`src/rtl/ex_mem_cc_stage_if.sv`:
```
// EX->MEM stage bundle: ALU/EX-side inputs into the stage and the registered MEM-side / icc
// outputs coming back out.
//   master : EX side (drives ALU result, flags, opcode, control; observes stage outputs)
//   slave  : the ex_mem_cc_stage itself
interface ex_mem_cc_stage_if #(
  parameter int unsigned DW  = 32,
  parameter int unsigned RDW = 5
);
  // EX-side inputs
  logic [DW-1:0]  alu_y;
  logic           alu_n;
  logic           alu_z;
  logic           alu_c;
  logic           alu_v;
  logic [5:0]     alu_op;
  logic           ex_valid;
  logic [RDW-1:0] ex_rd;
  logic           ex_wr_en;
  logic           br_eval;
  logic [3:0]     cond;
  logic           stall;
  logic           flush;
  // MEM-side / icc outputs
  logic [DW-1:0]  mem_y;
  logic [RDW-1:0] mem_rd;
  logic           mem_wr_en;
  logic           mem_valid;
  logic           icc_n;
  logic           icc_z;
  logic           icc_c;
  logic           icc_v;
  logic           ci_out;
  logic           br_taken;

  modport master (
    output alu_y, alu_n, alu_z, alu_c, alu_v, alu_op, ex_valid, ex_rd, ex_wr_en,
           br_eval, cond, stall, flush,
    input  mem_y, mem_rd, mem_wr_en, mem_valid, icc_n, icc_z, icc_c, icc_v, ci_out, br_taken
  );

  modport slave (
    input  alu_y, alu_n, alu_z, alu_c, alu_v, alu_op, ex_valid, ex_rd, ex_wr_en,
           br_eval, cond, stall, flush,
    output mem_y, mem_rd, mem_wr_en, mem_valid, icc_n, icc_z, icc_c, icc_v, ci_out, br_taken
  );
endinterface

```
`src/rtl/ex_mem_cc_stage.sv`:
```
// EX->MEM pipeline register plus integer condition-code register (icc).
// Latches the ALU result and destination for MEM, updates NZCV on cc-modifying opcodes,
// feeds the registered C back to the ALU carry-in, and registers the branch decision
// evaluated against the icc as it stood before the current edge.
//   clk, reset : clock and synchronous active-high reset
//   bus        : slave side of ex_mem_cc_stage_if (EX inputs, MEM/icc outputs)
module ex_mem_cc_stage #(
  parameter int unsigned DW        = 32,
  parameter int unsigned RDW       = 5,
  parameter bit          LOGIC_CV0 = 1'b1
) (
  input logic              clk,
  input logic              reset,
  ex_mem_cc_stage_if.slave bus
);

  logic [DW-1:0]  y_q, y_d;
  logic [RDW-1:0] rd_q, rd_d;
  logic           wr_en_q, wr_en_d;
  logic           valid_q, valid_d;
  logic [3:0]     icc_q, icc_d;  // {N, Z, C, V}
  logic           br_q, br_d;

  logic           is_arith, is_logic;
  logic           br_base, br_res;

  // Opcode classification for icc writes.
  always_comb begin
    is_arith = 1'b0;
    is_logic = 1'b0;
    case (bus.alu_op)
      6'b010000, 6'b011000, 6'b010100, 6'b011100: is_arith = 1'b1;
      6'b010001, 6'b010010, 6'b010011,
      6'b010101, 6'b010110, 6'b010111:            is_logic = 1'b1;
      default: ;
    endcase
  end

  // cond[3] inverts the base test selected by cond[2:0] (BN/BA, BE/BNE, ...).
  always_comb begin
    br_base = 1'b0;
    case (bus.cond[2:0])
      3'd0: br_base = 1'b0;
      3'd1: br_base = icc_q[2];
      3'd2: br_base = icc_q[2] | (icc_q[3] ^ icc_q[0]);
      3'd3: br_base = icc_q[3] ^ icc_q[0];
      3'd4: br_base = icc_q[1] | icc_q[2];
      3'd5: br_base = icc_q[1];
      3'd6: br_base = icc_q[3];
      3'd7: br_base = icc_q[0];
      default: br_base = 1'b0;
    endcase
    br_res = br_base ^ bus.cond[3];
  end

  always_comb begin
    y_d     = y_q;
    rd_d    = rd_q;
    wr_en_d = wr_en_q;
    valid_d = valid_q;
    icc_d   = icc_q;
    br_d    = br_q;
    if (bus.flush) begin
      // Squash: result/destination are don't-care once invalid, so they simply hold.
      valid_d = 1'b0;
      wr_en_d = 1'b0;
      br_d    = 1'b0;
    end else if (!bus.stall) begin
      valid_d = bus.ex_valid;
      y_d     = bus.alu_y;
      rd_d    = bus.ex_rd;
      wr_en_d = bus.ex_valid & bus.ex_wr_en;
      br_d    = bus.ex_valid & bus.br_eval & br_res;
      if (bus.ex_valid && is_arith) begin
        icc_d = {bus.alu_n, bus.alu_z, bus.alu_c, bus.alu_v};
      end else if (bus.ex_valid && is_logic) begin
        icc_d = {bus.alu_n, bus.alu_z, (LOGIC_CV0 ? 2'b00 : {bus.alu_c, bus.alu_v})};
      end
    end
  end

  always_ff @(posedge clk) begin
    if (reset) begin
      y_q     <= '0;
      rd_q    <= '0;
      wr_en_q <= 1'b0;
      valid_q <= 1'b0;
      icc_q   <= 4'b0000;
      br_q    <= 1'b0;
    end else begin
      y_q     <= y_d;
      rd_q    <= rd_d;
      wr_en_q <= wr_en_d;
      valid_q <= valid_d;
      icc_q   <= icc_d;
      br_q    <= br_d;
    end
  end

  assign bus.mem_y     = y_q;
  assign bus.mem_rd    = rd_q;
  assign bus.mem_wr_en = wr_en_q;
  assign bus.mem_valid = valid_q;
  assign bus.icc_n     = icc_q[3];
  assign bus.icc_z     = icc_q[2];
  assign bus.icc_c     = icc_q[1];
  assign bus.icc_v     = icc_q[0];
  // Registered C goes straight back as carry-in; addx/subx see it the cycle after a cc op.
  assign bus.ci_out    = icc_q[1];
  assign bus.br_taken  = br_q;

endmodule

```
`src/flat_wrapper.sv`:
```
// flat-port wrapper written by rule: the top's interface ports become plain ports
module ex_mem_cc_stage_flat 
#(
  parameter int unsigned DW        = 32,
  parameter int unsigned RDW       = 5,
  parameter bit          LOGIC_CV0 = 1'b1
)
  (clk, reset, bus_alu_y, bus_alu_n, bus_alu_z, bus_alu_c, bus_alu_v, bus_alu_op, bus_ex_valid, bus_ex_rd, bus_ex_wr_en, bus_br_eval, bus_cond, bus_stall, bus_flush, bus_mem_y, bus_mem_rd, bus_mem_wr_en, bus_mem_valid, bus_icc_n, bus_icc_z, bus_icc_c, bus_icc_v, bus_ci_out, bus_br_taken);
  ex_mem_cc_stage_if #(.DW(DW), .RDW(RDW)) bus_i ();
  input logic clk;
  input logic reset;
  input wire logic [$bits(bus_i.alu_y)-1:0] bus_alu_y;
  input wire logic [$bits(bus_i.alu_n)-1:0] bus_alu_n;
  input wire logic [$bits(bus_i.alu_z)-1:0] bus_alu_z;
  input wire logic [$bits(bus_i.alu_c)-1:0] bus_alu_c;
  input wire logic [$bits(bus_i.alu_v)-1:0] bus_alu_v;
  input wire logic [$bits(bus_i.alu_op)-1:0] bus_alu_op;
  input wire logic [$bits(bus_i.ex_valid)-1:0] bus_ex_valid;
  input wire logic [$bits(bus_i.ex_rd)-1:0] bus_ex_rd;
  input wire logic [$bits(bus_i.ex_wr_en)-1:0] bus_ex_wr_en;
  input wire logic [$bits(bus_i.br_eval)-1:0] bus_br_eval;
  input wire logic [$bits(bus_i.cond)-1:0] bus_cond;
  input wire logic [$bits(bus_i.stall)-1:0] bus_stall;
  input wire logic [$bits(bus_i.flush)-1:0] bus_flush;
  output wire logic [$bits(bus_i.mem_y)-1:0] bus_mem_y;
  output wire logic [$bits(bus_i.mem_rd)-1:0] bus_mem_rd;
  output wire logic [$bits(bus_i.mem_wr_en)-1:0] bus_mem_wr_en;
  output wire logic [$bits(bus_i.mem_valid)-1:0] bus_mem_valid;
  output wire logic [$bits(bus_i.icc_n)-1:0] bus_icc_n;
  output wire logic [$bits(bus_i.icc_z)-1:0] bus_icc_z;
  output wire logic [$bits(bus_i.icc_c)-1:0] bus_icc_c;
  output wire logic [$bits(bus_i.icc_v)-1:0] bus_icc_v;
  output wire logic [$bits(bus_i.ci_out)-1:0] bus_ci_out;
  output wire logic [$bits(bus_i.br_taken)-1:0] bus_br_taken;
  assign bus_i.alu_y = bus_alu_y;
  assign bus_i.alu_n = bus_alu_n;
  assign bus_i.alu_z = bus_alu_z;
  assign bus_i.alu_c = bus_alu_c;
  assign bus_i.alu_v = bus_alu_v;
  assign bus_i.alu_op = bus_alu_op;
  assign bus_i.ex_valid = bus_ex_valid;
  assign bus_i.ex_rd = bus_ex_rd;
  assign bus_i.ex_wr_en = bus_ex_wr_en;
  assign bus_i.br_eval = bus_br_eval;
  assign bus_i.cond = bus_cond;
  assign bus_i.stall = bus_stall;
  assign bus_i.flush = bus_flush;
  assign bus_mem_y = bus_i.mem_y;
  assign bus_mem_rd = bus_i.mem_rd;
  assign bus_mem_wr_en = bus_i.mem_wr_en;
  assign bus_mem_valid = bus_i.mem_valid;
  assign bus_icc_n = bus_i.icc_n;
  assign bus_icc_z = bus_i.icc_z;
  assign bus_icc_c = bus_i.icc_c;
  assign bus_icc_v = bus_i.icc_v;
  assign bus_ci_out = bus_i.ci_out;
  assign bus_br_taken = bus_i.br_taken;
  ex_mem_cc_stage #(.DW(DW), .RDW(RDW), .LOGIC_CV0(LOGIC_CV0)) u_core (.clk(clk), .reset(reset), .bus(bus_i));
endmodule
```
`config.mk`:
```
export PLATFORM = sky130hd
export DESIGN_NAME = ex_mem_cc_stage_flat
export DESIGN_NICKNAME = d
export VERILOG_FILES = /design/src/rtl/ex_mem_cc_stage_if.sv /design/src/rtl/ex_mem_cc_stage.sv /design/src/flat_wrapper.sv
export SDC_FILE = /design/constraint.sdc
export NUM_CORES = 1
export LEC_CHECK = 0
export ABC_AREA = 1
export CAP_MARGIN = 5
export CORE_ASPECT_RATIO = 1.1
export CORE_MARGIN = 1
export CORE_UTILIZATION = 40
export CTS_BUF_LIST = sky130_fd_sc_hd__clkbuf_2
export CTS_CLUSTER_SIZE = 20
export DETAILED_ROUTE_END_ITERATION = 6
export PLACE_DENSITY = 0.85
export SYNTH_ARGS = -nofsm -noshare
export SYNTH_HDL_FRONTEND = slang
export SYNTH_SLANG_ARGS = --single-unit
```
`constraint.sdc`:
```
create_clock -name clk -period 2.22 [get_ports clk]
set_clock_uncertainty 0.15 [all_clocks]
set_input_delay 0.666 -clock clk [delete_from_list [all_inputs] [get_ports clk]]
set_output_delay 0.666 -clock clk [all_outputs]
set_load 0.02 [all_outputs]
```
Yosys cells after proc, flatten, opt, wreduce, memory -nomap -nowiden
Index checks and enable logic that the tools add are counted.
{ "word_totals": {"elab_cells": 46, "register_bits": 44, "in_bits": 58} }
{ "classes": {"muxes": 5, "eq_ne": 17, "bitwise_logic": 9, "reduce_logical": 9} }
{ "ops": {"columns": ["op", "n"], "rows": [
  ["6-bit by 5-bit equality test with 1-bit output (second input constant)", 10],
  ["3-bit equality test (second input constant)", 4],
  ["4-bit two-way mux", 2],
  ["1-bit one-hot mux with 8 select lines", 1],
  ["3-bit by 2-bit equality test with 1-bit output (second input constant)", 2],
  ["6-bit OR reduction", 1],
  ["4-bit OR reduction", 1],
  ["1-bit bitwise AND", 3],
  ["3-bit by 1-bit equality test with 1-bit output (second input constant)", 1],
  ["3-bit zero test", 1],
  ["3-bit AND reduction", 1],
  ["1-bit logical AND", 2],
  ["1-bit two-way mux", 2],
  ["1-bit NOT", 2],
  ["1-bit OR", 2],
  ["2-bit AND reduction", 1],
  ["2-bit nonzero test", 1],
  ["2-bit OR reduction", 1],
  ["1-bit XOR", 2]
]} }

Longest topological paths before layout
Gate-level depths: netlist of the first run.
{ "depth": {"depth_word": 6, "mapped_depth": 9, "mapped_depth_nobuf": 9} }

Worst setup path before layout of the first run
OpenSTA, ideal clock, no wires.
{ "synth_timing": {"path_type": "input -> register", "startpoint": "input bus_stall", "endpoint": "register u_core.rd_q[0] (netlist: u_core.bus.mem_rd[0])", "arrival_ns": 1.254, "setup_slack_ns": 0.700, "cell_stages": 6, "path_buffers": 2, "path_cell_list": "nor2_2 > inv_2 > buf_4 > buf_2 > nor2_1 > nor2_1"} }
{ "synth_between": {"elab_chain_len": 2} }
{ "synth_lines": {"columns": ["element", "line_no", "source"], "rows": [
  ["from (decl)", "flat_wrapper.sv:23", "input wire logic [$bits(bus_i.stall)-1:0] bus_stall;"],
  ["1-bit NOT (no source line)", null, null],
  ["2-bit AND reduction (no source line)", null, null],
  ["to (signal assigned)", "ex_mem_cc_stage.sv:92", "rd_q <= rd_d;"],
  ["to (decl)", "ex_mem_cc_stage.sv:18", "logic [RDW-1:0] rd_q, rd_d;"]
]} }
Every way passes these cells.
A chain may end at the register's enable or synchronous reset.

Worst setup path in the final report of the first run
{ "layout_timing": {"startpoint": "register u_core.icc_q[3]", "endpoint": "output bus_icc_n"} }
{ "layout_lines": {"columns": ["element", "line_no", "source"], "rows": [
  ["from (decl)", "ex_mem_cc_stage.sv:21", "logic [3:0] icc_q, icc_d;"],
  ["from (signal assigned)", "ex_mem_cc_stage.sv:95", "icc_q <= icc_d;"],
  ["to (decl)", "flat_wrapper.sv:29", "output wire logic [$bits(bus_i.icc_n)-1:0] bus_icc_n;"]
]} }
No word-level cell between the ends.

==> impl_metrics.toml, run 1 <==
[grt]
track_usage_pct = 21.6
grt_pass1_vias = 1714
grt_pass1_wl_mm = 7.54
grt.overflow.total = 0
antenna_found_initial = 0
grt_max_degree = 38

[sta]
timing.setup.tns_ns = 0
setup_slack_ns = 0.248
max-slew-margin-rel_pct = 76.8
whs_ns = 0.330
fmax_mhz = 507
finalCritPeriodShare_pct = 88.8
rsz0062_at_grt = "no"
finalSetupViolCount = 0
min_period_ns = 1.97
worstMarginPinSlew_ns = 0.347
hold_viol = 0
slew_violations = 0

[critical_path]
slowest_stage = "dfxtp_2"
path_class = "flop to output port"
worst_ep_arrival_time_ns = 1.16
required_ns = 1.40
cp-start-kind = "flop"
max_stage_delay_ns = 0.43
critPathCaptureType = "output port"
cp_cell_sequence = "dlygate4sd2_1"
path_max_fanout = 5
path_buf_inv = 1
crit_family = "flip-flops"

[power_and_ir_drop]
p_leak_nw = 1.63
total_power_mw = 1.63
powerDensity_nw_per_um2 = 573
peakVddDrop_v = 0.000340

[synthesis]
synth_top_family_by_area = "simple AND/OR/NAND/NOR gates"
synthSimpleGateAreaFrac_pct = 26.6
syn_avg_cell_area_um2 = 7.31
synthTopCellsByArea = "dfxtp_1 52%, nor2_1 18%, o21ai_0 10%"
ys_types = 19
synth_compound_area_share_pct = 14.1
synth_flop_cell = "dfxtp_1"
synth_area_um2 = 1700
synthMuxAreaShare_pct = 0
synth_xor_area_share_pct = 0.517
synth-async-reset-ratio_pct = 0
netlist_top_cells_count = "81 x nor2_1, 44 x dfxtp_1, 34 x o21ai_0, 21 x nand2_1, 11 x inv_1"
syn_nets = 290
ys_seq_elements = 44
synthCells = 232
synth_top_cell_area_share_pct = 52.0
yosysSeqAreaShare_pct = 52.0
ys_warn_count = 0
synth.most_common_cell = "nor2_1"
synth_fa_ha_area_share_pct = 0
synth-edff-count = 0
yosysTopAreaCell = "dfxtp_1"

[route]
dr.pass1.iters = 4
drt-total-wl_mm = 4.80
drc = 0
wire_per_inst_um = 12.5
routed_via_density = 4.76
vias = 1824
ant_nets = 0
dr.first_iter.drc_count = 79

[outcome]
status = "finished clean"

[floorplan]
core_area_um2 = 4020
fp.dieH_um = 70.3
rows = 24
start_util_pct = 42.1
fp.dieArea_um2 = 4500
chipWidth_um = 64.1
io_pins = 103

[clocking]
cts_sinks = 44
cts_max_level = 2
numCtsBuffers = 5
cts-root-buf = "clkbuf_2"
clk_pin_slew_ns = 0.20
holdBufCountCts = 0
post_cts_resized = 23
post_cts_buffers = 0
cts_max_path_buffers = 2
clk_latency_ns = 0.38
cts_tree = "done"

[place]
portBuffers = 101
pre_cts_ws_ns = 0.122
dp_hpwl_mm = 3.37
gp_congestion = 0.793

[min_path]
hp-class = "flop to flop"

[final_layout]
diodes = 0
areaGrowthSynthToFinish_pct = 67.8
fillCellCount = 340
nNetsFinal = 390
drive_gt1_share_pct = 5.44

[flow_run]
max_cap_viol_count = 0
[cell usage in the layout (no fill, tap or decap)]
| cell type | count |
|---|---|
| nand3_1 | 7 |
| clkinv_1 | 1 |
| dlygate4sd2_1 | 21 |
| o21ai_0 | 34 |
| clkbuf_2 | 5 |
| dlymetal6s2s_1 | 24 |
| nor3_1 | 2 |
| buf_12 | 1 |
| dfxtp_1 | 42 |
| xnor2_1 | 1 |
| or2_2 | 1 |
| o21ai_1 | 5 |
| clkdlybuf4s50_1 | 56 |
| inv_2 | 1 |
| nor3_2 | 1 |
| nand2_1 | 21 |
| nor2_2 | 1 |
| a21oi_1 | 7 |
| buf_4 | 4 |
| nor2_1 | 81 |
| inv_1 | 11 |
| dfxtp_2 | 2 |
| o21ai_2 | 1 |
| bufinv_16 | 1 |
[where the power goes]
| part | internal [mW] | total, mW | switching, mW |
|---|---|---|---|
| Sequential | 0.838 | 0.860 | 0.0224 |
| Combinational | 0.181 | 0.346 | 0.165 |
| Clock | 0.179 | 0.423 | 0.244 |
| Total | 1.20 | 1.63 | 0.432 |
[metrics by stage]
stage / instances / util [%] / instance area, µm²
after CTS: 383 / 69.2 / 2790
after global placement: 377 / 68.4 / 2750
after detailed placement: 377 / 68.4 / 2750
after floorplan: 232 / - / 1700
final: 383 / 70.7 / 2850
after global routing: 383 / 70.7 / 2850
[cells by family after synthesis]
kind of cell / Yosys count
xor+xnor: 1
compound gates: 47
flops: 44
simple gates: 114
buf+inv: 26
[metal layers]
metal	wire [µm]	global-route usage (%)
met1	1940	23.0
met2	2330	36.3
met3	441	10.1
met4	87	8.59
met5	0	0
[state kept, by name (all words and copies together) (netlist names)]
signal,count
u_core.bus.mem_valid,1
u_core.bus.mem_y,32
u_core.bus.mem_wr_en,1
u_core.icc_q,4
u_core.bus.br_taken,1
u_core.bus.mem_rd,5
[final timing paths]
kind | slack, ns | cells after the start | endpoint | startpoint
worst max-delay path | 0.25 | 1 | bus_icc_n | u_core.icc_q[3]
worst min-delay path | 0.33 | 2 | u_core.bus.br_taken | u_core.bus.br_taken
worst max register to register | 1.01 | 8 | u_core.bus.br_taken | u_core.icc_q[2]
worst min register to register | 0.33 | 2 | u_core.bus.br_taken | u_core.bus.br_taken
[area by class of cell]
type | instances | area (µm²) | area share [%]
clock buffer | 5 | 25.0 | 0.880
clock inverter | 1 | 30.0 | 1.06
inverter | 13 | 48.8 | 1.72
multi-input combinational | 162 | 698 | 24.5
sequential | 44 | 883 | 31.0
tap | 52 | 65.1 | 2.29
timing repair buffer | 106 | 1090 | 38.5
No activity file was read; power rests on OpenSTA's default activity.
==> run 2, diff against run 1 <==
- GPL_TIMING_DRIVEN: default -> 0
==> impl_metrics.toml, run 2 (synthesized netlist as in run 1, its figures left out) <==
[outcome]
status = "finished clean"

[route]
wire_per_inst_um = 11.6
vias = 1831
ant_nets = 0
routed_via_density = 4.66
dr.pass1.iters = 4
dr.first_iter.drc_count = 99
drt-total-wl_mm = 4.57
drc = 0

[sta]
hold_viol = 0
min_period_ns = 2.04
setup_slack_ns = 0.179
fmax_mhz = 490
finalCritPeriodShare_pct = 92.0
slew_violations = 0
worstMarginPinSlew_ns = 0.361
rsz0062_at_grt = "no"
whs_ns = 0.330
max-slew-margin-rel_pct = 75.9
finalSetupViolCount = 0

[power_and_ir_drop]
peakVddDrop_v = 0.000400
total_power_mw = 1.52
p_leak_nw = 1.47
powerDensity_nw_per_um2 = 544

[final_layout]
diodes = 0
final_common_cell = "nor2_1"
largest_reg_flops = 32
areaGrowthSynthToFinish_pct = 64.8
layout_common_cells = "81 x nor2_1, 56 x clkdlybuf4s50_1, 44 x dfxtp_1, 35 x dlygate4sd2_1, 34 x o21ai_0"
nNetsFinal = 398
drive_gt1_share_pct = 6.16
fillCellCount = 353
fin_cells = 393

[place]
dp_hpwl_mm = 3.38
pre_cts_ws_ns = -0.0965
portBuffers = 101
gp_congestion = 0.804
placed_cells = 385

[floorplan]
io_pins = 103
fp.dieArea_um2 = 4500
core_area_um2 = 4020
rows = 24
fp.dieH_um = 70.3
chipWidth_um = 64.1
start_util_pct = 42.1

[critical_path]
worst_ep_arrival_time_ns = 1.23
reg2regPathDepth = 8
cp-start-kind = "flop"
path_max_fanout = 4
path_class = "flop to output port"
critPathCaptureType = "output port"
required_ns = 1.40

[clocking]
cts-root-buf = "clkbuf_2"
numCtsBuffers = 5
holdBufCountCts = 0
cts_max_path_buffers = 2
cts_tree = "done"
cts_max_level = 2
clk_pin_slew_ns = 0.19
clk_latency_ns = 0.39
cts_sinks = 44

[grt]
grt.overflow.total = 0
track_usage_pct = 21.3
grt_pass1_vias = 1807
grt_max_degree = 14
antenna_found_initial = 0
grt_pass1_wl_mm = 7.58

[min_path]
hold_depth = 2
hp-class = "flop to flop"

[flow_run]
max_cap_viol_count = 0
[run 2: cell types whose count changed in the layout (fill, tap and decap cells not counted), sizes merged]
cell          before  now
clkinv             1    2
dlymetal6s2s      24   10
clkbuf             5   10
buf                5    9
dlygate4sd2       21   35
bufinv             1    0
clkinvlp           0    1
[run 2: final timing paths]
check | slack, ns | to | start
min reg2reg | 0.33 | u_core.bus.br_taken | u_core.bus.br_taken
max | 0.18 | bus_icc_c | u_core.icc_q[1]
max reg2reg | 0.99 | u_core.bus.br_taken | u_core.icc_q[3]
min | 0.33 | u_core.bus.br_taken | u_core.bus.br_taken
[run 2: what timing repair did]
item                                    in CTS  in global routing
buffers inserted                             0                  0
pin swaps                                    0                  0
endpoints found under the setup margin      35                 10
gates resized for setup                     35                 10
gates cloned                                 0                  0
[run 2: metal layers]
layer,vias up,share of wire (%),GRT usage (%)
li1,949,-,-
met1,814,41,24.4
met2,62,50,35.5
met3,6,8.0,8.01
met4,0,0.88,8.33
met5,-,0,0
[run 2: worst max-delay path: stages, from the launching register on]
cell,delay (ns)
dfxtp_1,0.41
buf_4,0.12
dlygate4sd2_1,0.32
[run 2: through the flow]
step	cell area [µm²]	utilization (%)	setup TNS, ns
after floorplan	1700	-	0
after global placement	2770	68.9	-0.362
after detailed placement	2770	68.9	-0.533
after CTS	2770	68.8	0
after global routing	2790	69.4	0
final	2790	69.4	0
[run 2: power by group]
group	switching, mW	leakage (nW)	internal, mW
Sequential	0.0212	0.362	0.838
Clock	0.246	0.0266	0.0787
Combinational	0.165	1.08	0.172
[run 2: area by class of cell]
| type | count | area (µm²) | share of cell area [%] |
|---|---|---|---|
| Timing Repair Buffer | 101 | 992 | 35.5 |
| Sequential cell | 44 | 881 | 31.5 |
| Multi-Input combinational cell | 162 | 698 | 25.0 |
| Buffer | 13 | 67.6 | 2.42 |
| Tap cell | 52 | 65.1 | 2.33 |
| Inverter | 13 | 48.8 | 1.75 |
| Clock buffer | 6 | 30.0 | 1.07 |
| Clock inverter | 2 | 11.3 | 0.403 |
==> run 3, diff against run 2 <==
- CTS_CLUSTER_SIZE: 20 -> 25
==> results of run 3 <==
No change in the layout: final DEF, timing and power equal those of run 2.
